File: config.mk
export PLATFORM = sky130hd
export DESIGN_NAME = jt900h_busarb_flat
export DESIGN_NICKNAME = d
export VERILOG_FILES = /design/src/rtl/jt900h_busarb_if.sv /design/src/rtl/jt900h_busarb.sv /design/src/flat_wrapper.sv
export SDC_FILE = /design/constraint.sdc
export NUM_CORES = 1
export LEC_CHECK = 0
export CORE_ASPECT_RATIO = 1.2
export CORE_MARGIN = 2
export CORE_UTILIZATION = 37
export CTS_BUF_LIST = sky130_fd_sc_hd__clkbuf_4 sky130_fd_sc_hd__clkbuf_8
export DETAILED_ROUTE_END_ITERATION = 8
export HOLD_SLACK_MARGIN = 0.08
export PLACE_DENSITY = 0.85
export SLEW_MARGIN = 20
export SYNTH_ARGS = -nofsm -noshare
export SYNTH_HDL_FRONTEND = slang
export SYNTH_SLANG_ARGS = --single-unit
export TNS_END_PERCENT = 50
File: constraint.sdc
create_clock -name clk -period 2.25 [get_ports clk]
set_input_delay 0.225 -clock clk [delete_from_list [all_inputs] [get_ports clk]]
set_output_delay 0.225 -clock clk [all_outputs]
set_load 0.05 [all_outputs]
File: src/rtl/jt900h_busarb_if.sv
// jt900h_busarb_if: CPU, micro-DMA and external memory signals around the bus arbiter.
// The master side is the arbiter itself; the slave side is the requesters plus the memory pins.
interface jt900h_busarb_if;
    logic        cen;
    logic        cpu_req;
    logic [23:0] cpu_addr;
    logic [15:0] cpu_din;
    logic [1:0]  cpu_we;
    logic [15:0] cpu_dout;
    logic        cpu_ok;
    logic        dma_req;
    logic [23:0] dma_addr;
    logic [15:0] dma_din;
    logic [1:0]  dma_we;
    logic [15:0] dma_dout;
    logic        dma_ok;
    logic [23:0] mem_addr;
    logic [15:0] mem_din;
    logic [1:0]  mem_we;
    logic        mem_rd;
    logic [15:0] mem_dout;
    logic        mem_wait;
    logic        owner;
    logic        busy;

    modport master (
        input  cen, cpu_req, cpu_addr, cpu_din, cpu_we,
        input  dma_req, dma_addr, dma_din, dma_we, mem_dout, mem_wait,
        output cpu_dout, cpu_ok, dma_dout, dma_ok,
        output mem_addr, mem_din, mem_we, mem_rd, owner, busy
    );

    modport slave (
        output cen, cpu_req, cpu_addr, cpu_din, cpu_we,
        output dma_req, dma_addr, dma_din, dma_we, mem_dout, mem_wait,
        input  cpu_dout, cpu_ok, dma_dout, dma_ok,
        input  mem_addr, mem_din, mem_we, mem_rd, owner, busy
    );
endinterface

File: src/rtl/jt900h_busarb.sv
// jt900h_busarb: shares the external 16-bit memory bus between the CPU and the micro-DMA,
// sequencing strobes for WAIT+1 enabled cycles and returning a one-cycle ok pulse.
module jt900h_busarb #(
    parameter int WAIT      = 1,
    parameter bit DMA_FIRST = 1
) (
    input logic             clk,
    input logic             rst,
    jt900h_busarb_if.master bus
);
    localparam logic [2:0] WAIT_CNT = 3'(WAIT);

    typedef enum logic [1:0] {IDLE, ACCESS, DONE} state_t;

    state_t      state_q, state_d;
    logic [2:0]  cnt_q, cnt_d;
    logic [23:0] addr_q, addr_d;
    logic [15:0] din_q, din_d;
    logic [1:0]  we_q, we_d;
    logic        rd_q, rd_d;
    logic [15:0] cdout_q, cdout_d;
    logic [15:0] ddout_q, ddout_d;
    logic        cok_q, cok_d;
    logic        dok_q, dok_d;
    logic        owner_q, owner_d;
    logic        last_q, last_d;
    logic        grant, grant_dma, finish;
    logic [23:0] sel_addr;
    logic [15:0] sel_din;
    logic [1:0]  sel_we;

    assign grant     = state_q == IDLE && (bus.cpu_req || bus.dma_req);
    // Under contention the side that did not complete last goes next
    assign grant_dma = (bus.cpu_req && bus.dma_req) ? ~last_q : bus.dma_req;
    assign finish    = state_q == ACCESS && cnt_q == 3'd0 && !bus.mem_wait;
    assign sel_addr  = grant_dma ? bus.dma_addr : bus.cpu_addr;
    assign sel_din   = grant_dma ? bus.dma_din : bus.cpu_din;
    assign sel_we    = grant_dma ? bus.dma_we : bus.cpu_we;

    always_ff @(posedge clk or posedge rst) begin
        if (rst) begin
            state_q <= IDLE;
            cnt_q   <= '0;
            addr_q  <= '0;
            din_q   <= '0;
            we_q    <= '0;
            rd_q    <= 1'b0;
            cdout_q <= '0;
            ddout_q <= '0;
            cok_q   <= 1'b0;
            dok_q   <= 1'b0;
            owner_q <= 1'b0;
            last_q  <= ~DMA_FIRST;
        end else if (bus.cen) begin
            state_q <= state_d;
            cnt_q   <= cnt_d;
            addr_q  <= addr_d;
            din_q   <= din_d;
            we_q    <= we_d;
            rd_q    <= rd_d;
            cdout_q <= cdout_d;
            ddout_q <= ddout_d;
            cok_q   <= cok_d;
            dok_q   <= dok_d;
            owner_q <= owner_d;
            last_q  <= last_d;
        end
    end

    always_comb begin
        state_d = state_q == IDLE   ? (grant ? ACCESS : IDLE) :
                  state_q == ACCESS ? (finish ? DONE : ACCESS) : IDLE;
    end

    always_comb begin
        addr_d  = grant ? (sel_addr & 24'hFFFFFE) : addr_q;
        din_d   = grant ? sel_din : din_q;
        we_d    = grant ? sel_we : (finish ? 2'b00 : we_q);
        rd_d    = grant ? (sel_we == 2'b00) : (rd_q && !finish);
        cnt_d   = grant ? WAIT_CNT :
                  (state_q == ACCESS && !bus.mem_wait && cnt_q != 3'd0) ? cnt_q - 3'd1 : cnt_q;
        cok_d   = finish && !owner_q;
        dok_d   = finish && owner_q;
        cdout_d = (finish && rd_q && !owner_q) ? bus.mem_dout : cdout_q;
        ddout_d = (finish && rd_q && owner_q) ? bus.mem_dout : ddout_q;
        owner_d = grant ? grant_dma : owner_q;
        last_d  = finish ? owner_q : last_q;
    end

    assign bus.mem_addr = addr_q;
    assign bus.mem_din  = din_q;
    assign bus.mem_we   = we_q;
    assign bus.mem_rd   = rd_q;
    assign bus.cpu_dout = cdout_q;
    assign bus.dma_dout = ddout_q;
    assign bus.cpu_ok   = cok_q;
    assign bus.dma_ok   = dok_q;
    assign bus.owner    = owner_q;
    assign bus.busy     = state_q != IDLE;
endmodule

File: src/flat_wrapper.sv
// flat-port wrapper written by rule: the top's interface ports become plain ports
module jt900h_busarb_flat 
#(
    parameter int WAIT      = 1,
    parameter bit DMA_FIRST = 1
)
  (clk, rst, bus_cen, bus_cpu_req, bus_cpu_addr, bus_cpu_din, bus_cpu_we, bus_dma_req, bus_dma_addr, bus_dma_din, bus_dma_we, bus_mem_dout, bus_mem_wait, bus_cpu_dout, bus_cpu_ok, bus_dma_dout, bus_dma_ok, bus_mem_addr, bus_mem_din, bus_mem_we, bus_mem_rd, bus_owner, bus_busy);
  jt900h_busarb_if bus_i ();
  input logic clk;
  input logic rst;
  input wire logic [$bits(bus_i.cen)-1:0] bus_cen;
  input wire logic [$bits(bus_i.cpu_req)-1:0] bus_cpu_req;
  input wire logic [$bits(bus_i.cpu_addr)-1:0] bus_cpu_addr;
  input wire logic [$bits(bus_i.cpu_din)-1:0] bus_cpu_din;
  input wire logic [$bits(bus_i.cpu_we)-1:0] bus_cpu_we;
  input wire logic [$bits(bus_i.dma_req)-1:0] bus_dma_req;
  input wire logic [$bits(bus_i.dma_addr)-1:0] bus_dma_addr;
  input wire logic [$bits(bus_i.dma_din)-1:0] bus_dma_din;
  input wire logic [$bits(bus_i.dma_we)-1:0] bus_dma_we;
  input wire logic [$bits(bus_i.mem_dout)-1:0] bus_mem_dout;
  input wire logic [$bits(bus_i.mem_wait)-1:0] bus_mem_wait;
  output wire logic [$bits(bus_i.cpu_dout)-1:0] bus_cpu_dout;
  output wire logic [$bits(bus_i.cpu_ok)-1:0] bus_cpu_ok;
  output wire logic [$bits(bus_i.dma_dout)-1:0] bus_dma_dout;
  output wire logic [$bits(bus_i.dma_ok)-1:0] bus_dma_ok;
  output wire logic [$bits(bus_i.mem_addr)-1:0] bus_mem_addr;
  output wire logic [$bits(bus_i.mem_din)-1:0] bus_mem_din;
  output wire logic [$bits(bus_i.mem_we)-1:0] bus_mem_we;
  output wire logic [$bits(bus_i.mem_rd)-1:0] bus_mem_rd;
  output wire logic [$bits(bus_i.owner)-1:0] bus_owner;
  output wire logic [$bits(bus_i.busy)-1:0] bus_busy;
  assign bus_i.cen = bus_cen;
  assign bus_i.cpu_req = bus_cpu_req;
  assign bus_i.cpu_addr = bus_cpu_addr;
  assign bus_i.cpu_din = bus_cpu_din;
  assign bus_i.cpu_we = bus_cpu_we;
  assign bus_i.dma_req = bus_dma_req;
  assign bus_i.dma_addr = bus_dma_addr;
  assign bus_i.dma_din = bus_dma_din;
  assign bus_i.dma_we = bus_dma_we;
  assign bus_i.mem_dout = bus_mem_dout;
  assign bus_i.mem_wait = bus_mem_wait;
  assign bus_cpu_dout = bus_i.cpu_dout;
  assign bus_cpu_ok = bus_i.cpu_ok;
  assign bus_dma_dout = bus_i.dma_dout;
  assign bus_dma_ok = bus_i.dma_ok;
  assign bus_mem_addr = bus_i.mem_addr;
  assign bus_mem_din = bus_i.mem_din;
  assign bus_mem_we = bus_i.mem_we;
  assign bus_mem_rd = bus_i.mem_rd;
  assign bus_owner = bus_i.owner;
  assign bus_busy = bus_i.busy;
  jt900h_busarb #(.WAIT(WAIT), .DMA_FIRST(DMA_FIRST)) u_core (.clk(clk), .rst(rst), .bus(bus_i));
endmodule
==> run summary, run 1 <==
The average routed wire per standard cell is roughly 15 um. The most prevalent standard cell on the critical path is sky130_fd_sc_hd__ha_1. The fraction of layout instances using a drive strength above 1 is 13.66%. The actual slew at the worst max-slew pin is 534.4 ps. The worst setup path is launched from a register. The post-synthesis adder-cell area fraction came out at 0.6805%. Hold timing on the final database bottoms out at a slack of ~370 ps.

The hold violation count in the final report came out at 0. The clock transition at the registers of the reported paths is 80 ps. The clock period could shrink to 2049 ps.

The number of buffers added on ports is 181. The area of the core came out at 9613 sq um. The setup slack at placement came out at roughly 200 ps. The number of global-route vias before repair came out at 3144. The final RePlAce weighted congestion came out at 0.7345. The kind of cell with the highest combined delay on the critical path is simple AND/OR/NAND/NOR gates. The diode insertion count for antenna repair is 0. The number of iterations in the first detailed-routing pass came out at 5.

The sum of buffers and inverters on the critical path is 1. The number of post-CTS setup repair buffers is 0. TritonCTS built the clock tree. The first-pass GRT wire length came out at 14840 um.

The post-cts repair resize count is 0. The latest clock arrival within the worst-skew pair came out at between 300 and 400 ps. The final global-route overflow total is 0. The final worst setup slack is 200.5 ps.

The I/O pin count is 185. The leakage component of the power came out at between 2 and 3 nW. The highest achievable clock rate came out at 0.4879 GHz.

The post-DP HPWL is 7052 um. The worst min-delay path category is input port to asynchronous set/reset pin. In this run the worst setup path begins at u_core.cnt_q[0]$_DFFE_PP0P_. The slowest stage cell on the critical path is sky130_fd_sc_hd__dfrtp_1.

The count of mapped cells out of synthesis came out at 296. The number of nets in the layout is slightly below 600. The endpoint arrival time on the critical path is 2270 ps. For this run, the slowest stage of the critical path takes 400 ps. Setup repair after global routing left no endpoint under its margin. The flow ran to the end, and the final reports show no timing, DRC or antenna violations.

The level count of the clock H-tree came out at 3. The horizontal extent of the die came out at about 95 um. The number of buffers added to fix hold violations after cts came out at 0. In this run the remaining antenna-violating nets after routing total 0. The maximum vdd drop is 785.4 uV. Headroom to the max-slew limit came out at 64.26%.

The tree is rooted in a sky130_fd_sc_hd__clkbuf_8. Leaving out fill and tap cells, the most frequent cells in the layout are 181 x sky130_fd_sc_hd__clkdlybuf4s50_1, 83 x sky130_fd_sc_hd__dfrtp_1, 43 x sky130_fd_sc_hd__nor2_1, 40 x sky130_fd_sc_hd__a21oi_1, 39 x sky130_fd_sc_hd__mux2i_1. When the netlist entered floorplanning its net count stood at roughly 400. The longest clock path from root to sink contains 2 buffers. The post-detailed-route DRC marker count came out at 0.

The mean cell area of the mapped netlist is ~12 sq um. The die covers 10760 sq um. The clock net in this run drives a total of 83 sinks.

After Yosys synthesis, XOR and XNOR cells account for 0% of the synthesized area. The via count normalized by instance count came out at 4.792. The total clock buffers created by CTS is 9. The worst clock skew is 11.27 ps. The post-synthesis cell type count is 32. By area, the combinational part of the netlist is dominated by multiplexers.

The maximum fanout along the worst path came out at 16. Setup violations remaining at the end of the flow were counted as 0. Entering global routing, the biggest net connects 84 pins. The share of the clock period used by the worst path came out at 91.09%. The share of synthesized area spent on multiplexers came out at 23.38%. The startpoint identified for the worst register-to-register timing path is u_core.cnt_q[0]$_DFFE_PP0P_. Leaving out fill and tap cells, the most frequent cell in the layout is sky130_fd_sc_hd__clkdlybuf4s50_1. The critical path is of the register to register type. The final max-slew violation count came out at 0. The count of max-cap constraint violations is 0. The height of the chip is 113.2 um. The ratio of total power to cell area came out at 1431 nW/um^2. The routed via count is 2904.

The sum of routed wire length over all layers is 9109 um. Yosys printed 0 warnings. The floorplan has 39 rows. STA classifies the critical path endpoint as a register.

From synthesis to final layout, the design area changed by 59.54%. The post-synthesis compound-gate area fraction is 7.962%. Summing the areas of all and, or, nand and nor instances in the mapped netlist gives 7.996% of the synthesized area.

The post-synthesis instance area came out at about 3700 sq um. Walking the worst path, the cells encountered are inv_1 > ha_1 > ha_1 > nand2_1 > nor3_4 > nand3b_4 > mux2_4. The synthesized flop and latch total is 83. The starting DRC count in detailed routing came out at 86. The aggregate negative setup slack is 0 ps. Global routing consumed, over all layers together, 17.64% of the routing resources. The initial standard-cell utilization of the core is 38.25%. The initial antenna violation count was 0.

The sequential element share of the synthesized area came out at 56.48%. The required time reported for the critical path endpoint is 2470 ps.
-- flip-flops by register name (all words and copies together) (netlist names), 2 cells and up --
register / count
u_core.bus.mem_we: 2
u_core.bus.mem_addr: 23
u_core.bus.dma_dout: 16
u_core.bus.mem_din: 16
u_core.bus.cpu_dout: 16
u_core.cnt_q: 3
u_core.state_q: 2
-- tightest hold or removal path, stage by stage --
cell and delay (ps):
sky130_fd_sc_hd__clkdlybuf4s50_1 440, sky130_fd_sc_hd__clkinvlp_4 100, sky130_fd_sc_hd__buf_12 360
-- through the flow --
| step | total power (W) | instances | util [%] | instance area [sq um] |
|---|---|---|---|---|
| after floorplan | 0.005623 | 296 | - | 3681 |
| after global placement | 0.007251 | 590 | 58.87 | 5659 |
| after detailed placement | 0.007370 | 590 | 58.87 | 5659 |
| after CTS | 0.008486 | 606 | 61.03 | 5867 |
| after global routing | 0.008831 | 606 | 61.03 | 5867 |
| final | 0.008393 | 606 | 61.03 | 5867 |
-- worst paths after layout --
| kind | end | cells past startpoint | slack [ps] |
|---|---|---|---|
| setup / recovery | u_core.bus.cpu_dout[15]$_DFFE_PP0P_ | 7 | 200 |
| hold / removal | u_core.cnt_q[2]$_DFFE_PP0P_ | 3 | 370 |
| setup reg to reg | u_core.bus.cpu_dout[15]$_DFFE_PP0P_ | 7 | 200 |
| hold reg to reg | u_core.cnt_q[0]$_DFFE_PP0P_ | 1 | 490 |
| max in group asynchronous | u_core.bus.mem_din[6]$_DFFE_PP0P_ | 3 | 1570 |
| min in group clk | u_core.cnt_q[0]$_DFFE_PP0P_ | 1 | 490 |
-- kinds of logic (layout without fill, tap and decap cells) --
| group | Yosys count | after routing |
|---|---|---|
| buffers and inverters | 25 | 212 |
| adder cells (fa/ha/maj) | 2 | 2 |
| AND/OR/NAND/NOR | 58 | 58 |
| multiplexers | 74 | 74 |
| flip-flops | 83 | 83 |
| AO/OA/AOI/OAI | 53 | 53 |
| other | 1 | 1 |
-- Yosys cell counts --
library cell                instances  area, sq um
sky130_fd_sc_hd__o22ai_1            1        6.260
sky130_fd_sc_hd__buf_6              2        22.52
sky130_fd_sc_hd__buf_4              1        7.510
sky130_fd_sc_hd__or2_2              1        6.260
sky130_fd_sc_hd__nor2_1            43        161.4
sky130_fd_sc_hd__nor3_4             1        16.27
sky130_fd_sc_hd__nor3b_1            1        7.510
sky130_fd_sc_hd__a21o_1             1        7.510
sky130_fd_sc_hd__a21oi_1           40        200.2
sky130_fd_sc_hd__nand3_4            1        17.52
sky130_fd_sc_hd__mux2_4            20        300.3
sky130_fd_sc_hd__nor3_2             1        10.01
sky130_fd_sc_hd__o2bb2ai_1          2        17.52
sky130_fd_sc_hd__ha_1               2        25.02
sky130_fd_sc_hd__dfrtp_1           83         2077
sky130_fd_sc_hd__o21ai_0            4        20.02
sky130_fd_sc_hd__nand3b_4           1        20.02
sky130_fd_sc_hd__buf_2             10        50.05
sky130_fd_sc_hd__mux2i_1           39        390.4
sky130_fd_sc_hd__nand2b_1           1        6.260
sky130_fd_sc_hd__o31ai_1            1        7.510
sky130_fd_sc_hd__nor3_1             1        5.000
sky130_fd_sc_hd__nor4b_1            1        8.760
sky130_fd_sc_hd__nor2b_1            1        6.260
sky130_fd_sc_hd__a22o_1             3        26.28
sky130_fd_sc_hd__clkbuf_1           4        15.01
sky130_fd_sc_hd__inv_1              8        30.03
sky130_fd_sc_hd__conb_1             1        3.750
sky130_fd_sc_hd__mux2_2            15        168.9
sky130_fd_sc_hd__a21boi_0           1        7.510
sky130_fd_sc_hd__nand2_1            4        15.01
sky130_fd_sc_hd__nand2b_4           1        13.76
-- layout make-up --
class | instances | area [sq um]
Fill cell | 763 | 3746
Sequential cell | 83 | 2077
Timing Repair Buffer | 188 | 1902
Multi-Input combinational cell | 188 | 1493
Clock buffer | 12 | 158.9
Tap cell | 123 | 153.9
Clock inverter | 4 | 48.80
Inverter | 8 | 33.78
-- per-layer routing --
layer | track usage (%) | vias up | wire, um
met5 | 0 | - | 0
met4 | 5.024 | 0 | 81
met3 | 5.193 | 6 | 625
met2 | 31.02 | 113 | 4862
met1 | 20.68 | 1396 | 3540
li1 | - | 1389 | -
-- power by group --
group / leakage [nW] / internal, W / switching, W
registers: 1.02 / 0.00212 / 0.000393
clock network: 0.110 / 0.000585 / 0.000503
logic: 1.47 / 0.00178 / 0.00302
total: 2.60 / 0.00448 / 0.00391
Note: power is estimated with default switching activity, not from simulation.
==> run 2: changes to the inputs <==
--- a/config.mk
+++ b/config.mk
@@ -12,6 +12,8 @@
 export DETAILED_ROUTE_END_ITERATION = 8
 export HOLD_SLACK_MARGIN = 0.08
 export PLACE_DENSITY = 0.85
+export SETUP_SLACK_MARGIN = 0.05
+export SKIP_CTS_REPAIR_TIMING = 1
 export SLEW_MARGIN = 20
 export SYNTH_ARGS = -nofsm -noshare
 export SYNTH_HDL_FRONTEND = slang
==> results of run 2 <==
The final DEF is identical to that of run 1; final timing and power are the same.
==> run 3: changes to the inputs <==
--- a/config.mk
+++ b/config.mk
@@ -7,11 +7,12 @@
 export LEC_CHECK = 0
 export CORE_ASPECT_RATIO = 1.2
 export CORE_MARGIN = 2
-export CORE_UTILIZATION = 37
+export CORE_UTILIZATION = 45
 export CTS_BUF_LIST = sky130_fd_sc_hd__clkbuf_4 sky130_fd_sc_hd__clkbuf_8
 export DETAILED_ROUTE_END_ITERATION = 8
+export DONT_BUFFER_PORTS = 1
 export HOLD_SLACK_MARGIN = 0.08
-export PLACE_DENSITY = 0.85
+export PLACE_DENSITY = 0.69
 export SETUP_SLACK_MARGIN = 0.05
 export SKIP_CTS_REPAIR_TIMING = 1
 export SLEW_MARGIN = 20
==> run summary, run 3 (synthesis gave the netlist of run 1 again) <==
The count of max-cap constraint violations came out at 0. In this run the most critical hold path is launched from bus_cpu_din[12]. Across the VDD grid, the largest voltage drop is 701.2 uV. The final worst setup slack came out at between 150 and 200 ps. The worst clock skew is 7.664 ps. The number of global-route vias before repair came out at 2173.

The portion of total power attributed to the clock network is 17.8%. The sum of routed wire length over all layers is between 7000 and 8000 um. The post-DP HPWL came out at 5224 um. The number of iterations in the first detailed-routing pass is 3. The largest net degree at the start of global routing is 72.

The critical path goes through a21boi_4 > buf_12 > mux2i_1 > dlygate4sd3_1 > a21oi_1. The horizontal extent of the die is 86.52 um. In the final design database the tool counted 438 nets. The area of the multi-input gates is between 1000 and 1500 sq um. The aggregate negative setup slack came out at 0 ps.

In this run the number of H-tree levels came out at 3. On the critical path, the stage with the largest delay is an instance of sky130_fd_sc_hd__dlygate4sd3_1. The instance count after placement with tap cells included came out at 381. The root buffer cell chosen for the clock tree is sky130_fd_sc_hd__clkbuf_8. The startpoint-to-endpoint class of the critical path is register to register. The total clock buffers created by CTS came out at 9. The proportion of total power due to net switching is about half.

The detailed router finished its first iteration with 42 violations. The detailed-routed wire length on met3 is 670 um. Timing would allow up to 0.4851 GHz. The actual slew at the worst max-slew pin is 529.1 ps. The share of the clock period used by the worst path came out at 91.63%. The worst setup path is captured at a register. The number of buffers added on ports is 0. Measured in cells, the most critical reg-to-reg path has a length of 5. The number of buffers between clock root and the deepest sink is 2.

The number of sinks driven by the clock tree came out at 83. The logic gate share of total power is 19.2%. In this run the tightest slew margin relative to its limit is 64.73%. The area of the core came out at 8018 sq um. The setup slack at placement came out at 172.3 ps. For this run, the slowest stage of the critical path takes 580 ps. The leakage component of the power is 2.056 nW. The first global-routing pass estimated 10700 um of wire. The final RePlAce weighted congestion is ~0.72. The latest clock arrival within the worst-skew pair came out at 350 ps. The top cell types in the final layout, fill and taps aside, are 83 x sky130_fd_sc_hd__dfrtp_1, 43 x sky130_fd_sc_hd__nor2_1, 40 x sky130_fd_sc_hd__a21oi_1, 39 x sky130_fd_sc_hd__mux2i_1, 32 x sky130_fd_sc_hd__dlygate4sd3_1.

The required time reported for the critical path endpoint is 2480 ps. Dividing the detail-routed wire length by the instance count gives approximately 18 um. Registers are responsible for 62.9% of the overall power. The reg-to-reg startpoint is u_core.last_q$_DFFE_PP0P_. The CTS tree is built. The initial antenna violation count came to 0. The clock transition at the registers of the reported paths came out at 90 ps. The highest layer touched by signal routing is met4. The final global-route overflow total came out at 0. The worst min-delay path category is input port to register. Setup repair after global routing could not meet its margin everywhere. The initial standard-cell utilization of the core came out at about 46%. During I/O placement, the number of pins put on the boundary was 185. The diode insertion count for antenna repair came out at 0. The final max-slew violation count is 0. The count of endpoints failing setup in the final report came out at 0. At the worst endpoint, the arrival time is 2290 ps. The cell-internal power came out at 0.003550 W. After detailed routing, the met2 layer carries about 4000 um of wire.

Along the worst path, the maximum fanout reaches 38. The terminus of the critical flop-to-flop path is u_core.bus.mem_addr[12]$_DFFE_PP0P_. The kind of launch point of the worst setup path is a register. The count of nets left with antenna violations after detail routing is 0.

The via count normalized by instance count is between 5 and 6. The leading cell type in the layout, fill and taps excluded is sky130_fd_sc_hd__dfrtp_1. The flow ran to the end, and the final reports show no timing, DRC or antenna violations. The hold violation count in the final report was 0.

The overall routing resource usage came out at approximately 16%. The post-route met1 wirelength came out at 2921 um. The post-detailed-route DRC marker count came out at 0. The minimum clock period after layout came out at about 2100 ps.

For this design the ratio of total power to cell area is 1668 nW/um^2. The fraction of the core area covered by cells at the end of the flow came out at approximately 55%. The flip-flop count of the largest register, all copies and words added came out at 23. The post-route netlist has ~20% of its cells at a drive strength greater than 1. The sequential cell area in the final layout came out at 2077 sq um. The area growth from synthesis to layout is 19.33%.

The die outline area came out at 8914 sq um. The die is a little over 100 um tall. The routed via count is 2308. The reg-to-reg setup timing slack is 190 ps.

The count of standard-cell rows is 36. The hold path depth came out at 2. The number of inserted filler cells in the final layout came out at 697.

The net load switching power came out at 0.003770 W. The non-filler instance count after layout is 430. For hold timing, the worst endpoint is u_core.bus.mem_din[12]$_DFFE_PP0P_.
==> run 3: changes by cell type in the layout (fill, tap and decap cells not counted), sizes merged <==
cell	previous run	this run
clkinv	3	1
clkbuf	12	9
inv	7	9
clkinvlp	1	2
bufinv	1	3
clkdlybuf4s50	181	0
buf	7	8
dlygate4sd3	0	32
==> run 3: final cells by class <==
class,instances,share of cell area [%]
Sequential cell,83,47.33
Multi-Input combinational cell,188,34.02
Timing Repair Buffer,40,9.524
Clock buffer,9,2.823
Clock inverter,7,2.823
Tap cell,95,2.709
Inverter,8,0.7699
==> run 3: per-stage QoR <==
| stage | hold WS (ps) | cell area, sq um | total power [W] |
|---|---|---|---|
| 3_5_place_dp | 99.35 | 3800 | 0.005988 |
| 5_1_grt | 76.36 | 4388 | 0.007681 |
| 2_1_floorplan | 321.4 | 3681 | 0.005623 |
| 6_report | 72.42 | 4388 | 0.007319 |
| 4_1_cts | -297.0 | 4048 | 0.007300 |
| 3_3_place_gp | 94.07 | 3800 | 0.005919 |
==> run 3: power by group through the flow <==
stage	clock, W	combinational [W]	sequential [W]
final	0.00130	0.00141	0.00461
after global placement	0	0.00129	0.00463
after floorplan	0	0.00108	0.00455
after global routing	0.00140	0.00158	0.00470
after detailed placement	0	0.00136	0.00463
after CTS	0.00133	0.00136	0.00461
==> run 3: worst max-delay path by stage <==
| stage | startpoint | endpoint |
|---|---|---|
| after CTS | u_core.cnt_q[0]$_DFFE_PP0P_ | u_core.bus.cpu_dout[5]$_DFFE_PP0P_ |
| after detailed placement | u_core.cnt_q[0]$_DFFE_PP0P_ | u_core.bus.cpu_dout[0]$_DFFE_PP0P_ |
| after global placement | u_core.cnt_q[0]$_DFFE_PP0P_ | u_core.bus.cpu_dout[2]$_DFFE_PP0P_ |
| after global routing | u_core.cnt_q[0]$_DFFE_PP0P_ | u_core.bus.dma_dout[8]$_DFFE_PP0P_ |
| after floorplan | u_core.cnt_q[0]$_DFFE_PP0P_ | u_core.bus.dma_dout[10]$_DFFE_PP0P_ |
| final | u_core.last_q$_DFFE_PP0P_ | u_core.bus.mem_addr[12]$_DFFE_PP0P_ |
==> run 3: metal layers <==
| layer | GRT usage [%] | up-vias |
|---|---|---|
| li1 | - | 1093 |
| met5 | 0 | - |
| met4 | 7.933 | 0 |
| met3 | 6.245 | 9 |
| met1 | 17.98 | 1086 |
| met2 | 26.33 | 120 |
==> run 3: critical path: cells and delay by family, from the launching register on <==
kind / cells / cell delay [ps]
compound gates: 2 / 380
buf+inv: 2 / 870
flops: 1 / 420
mux: 1 / 230
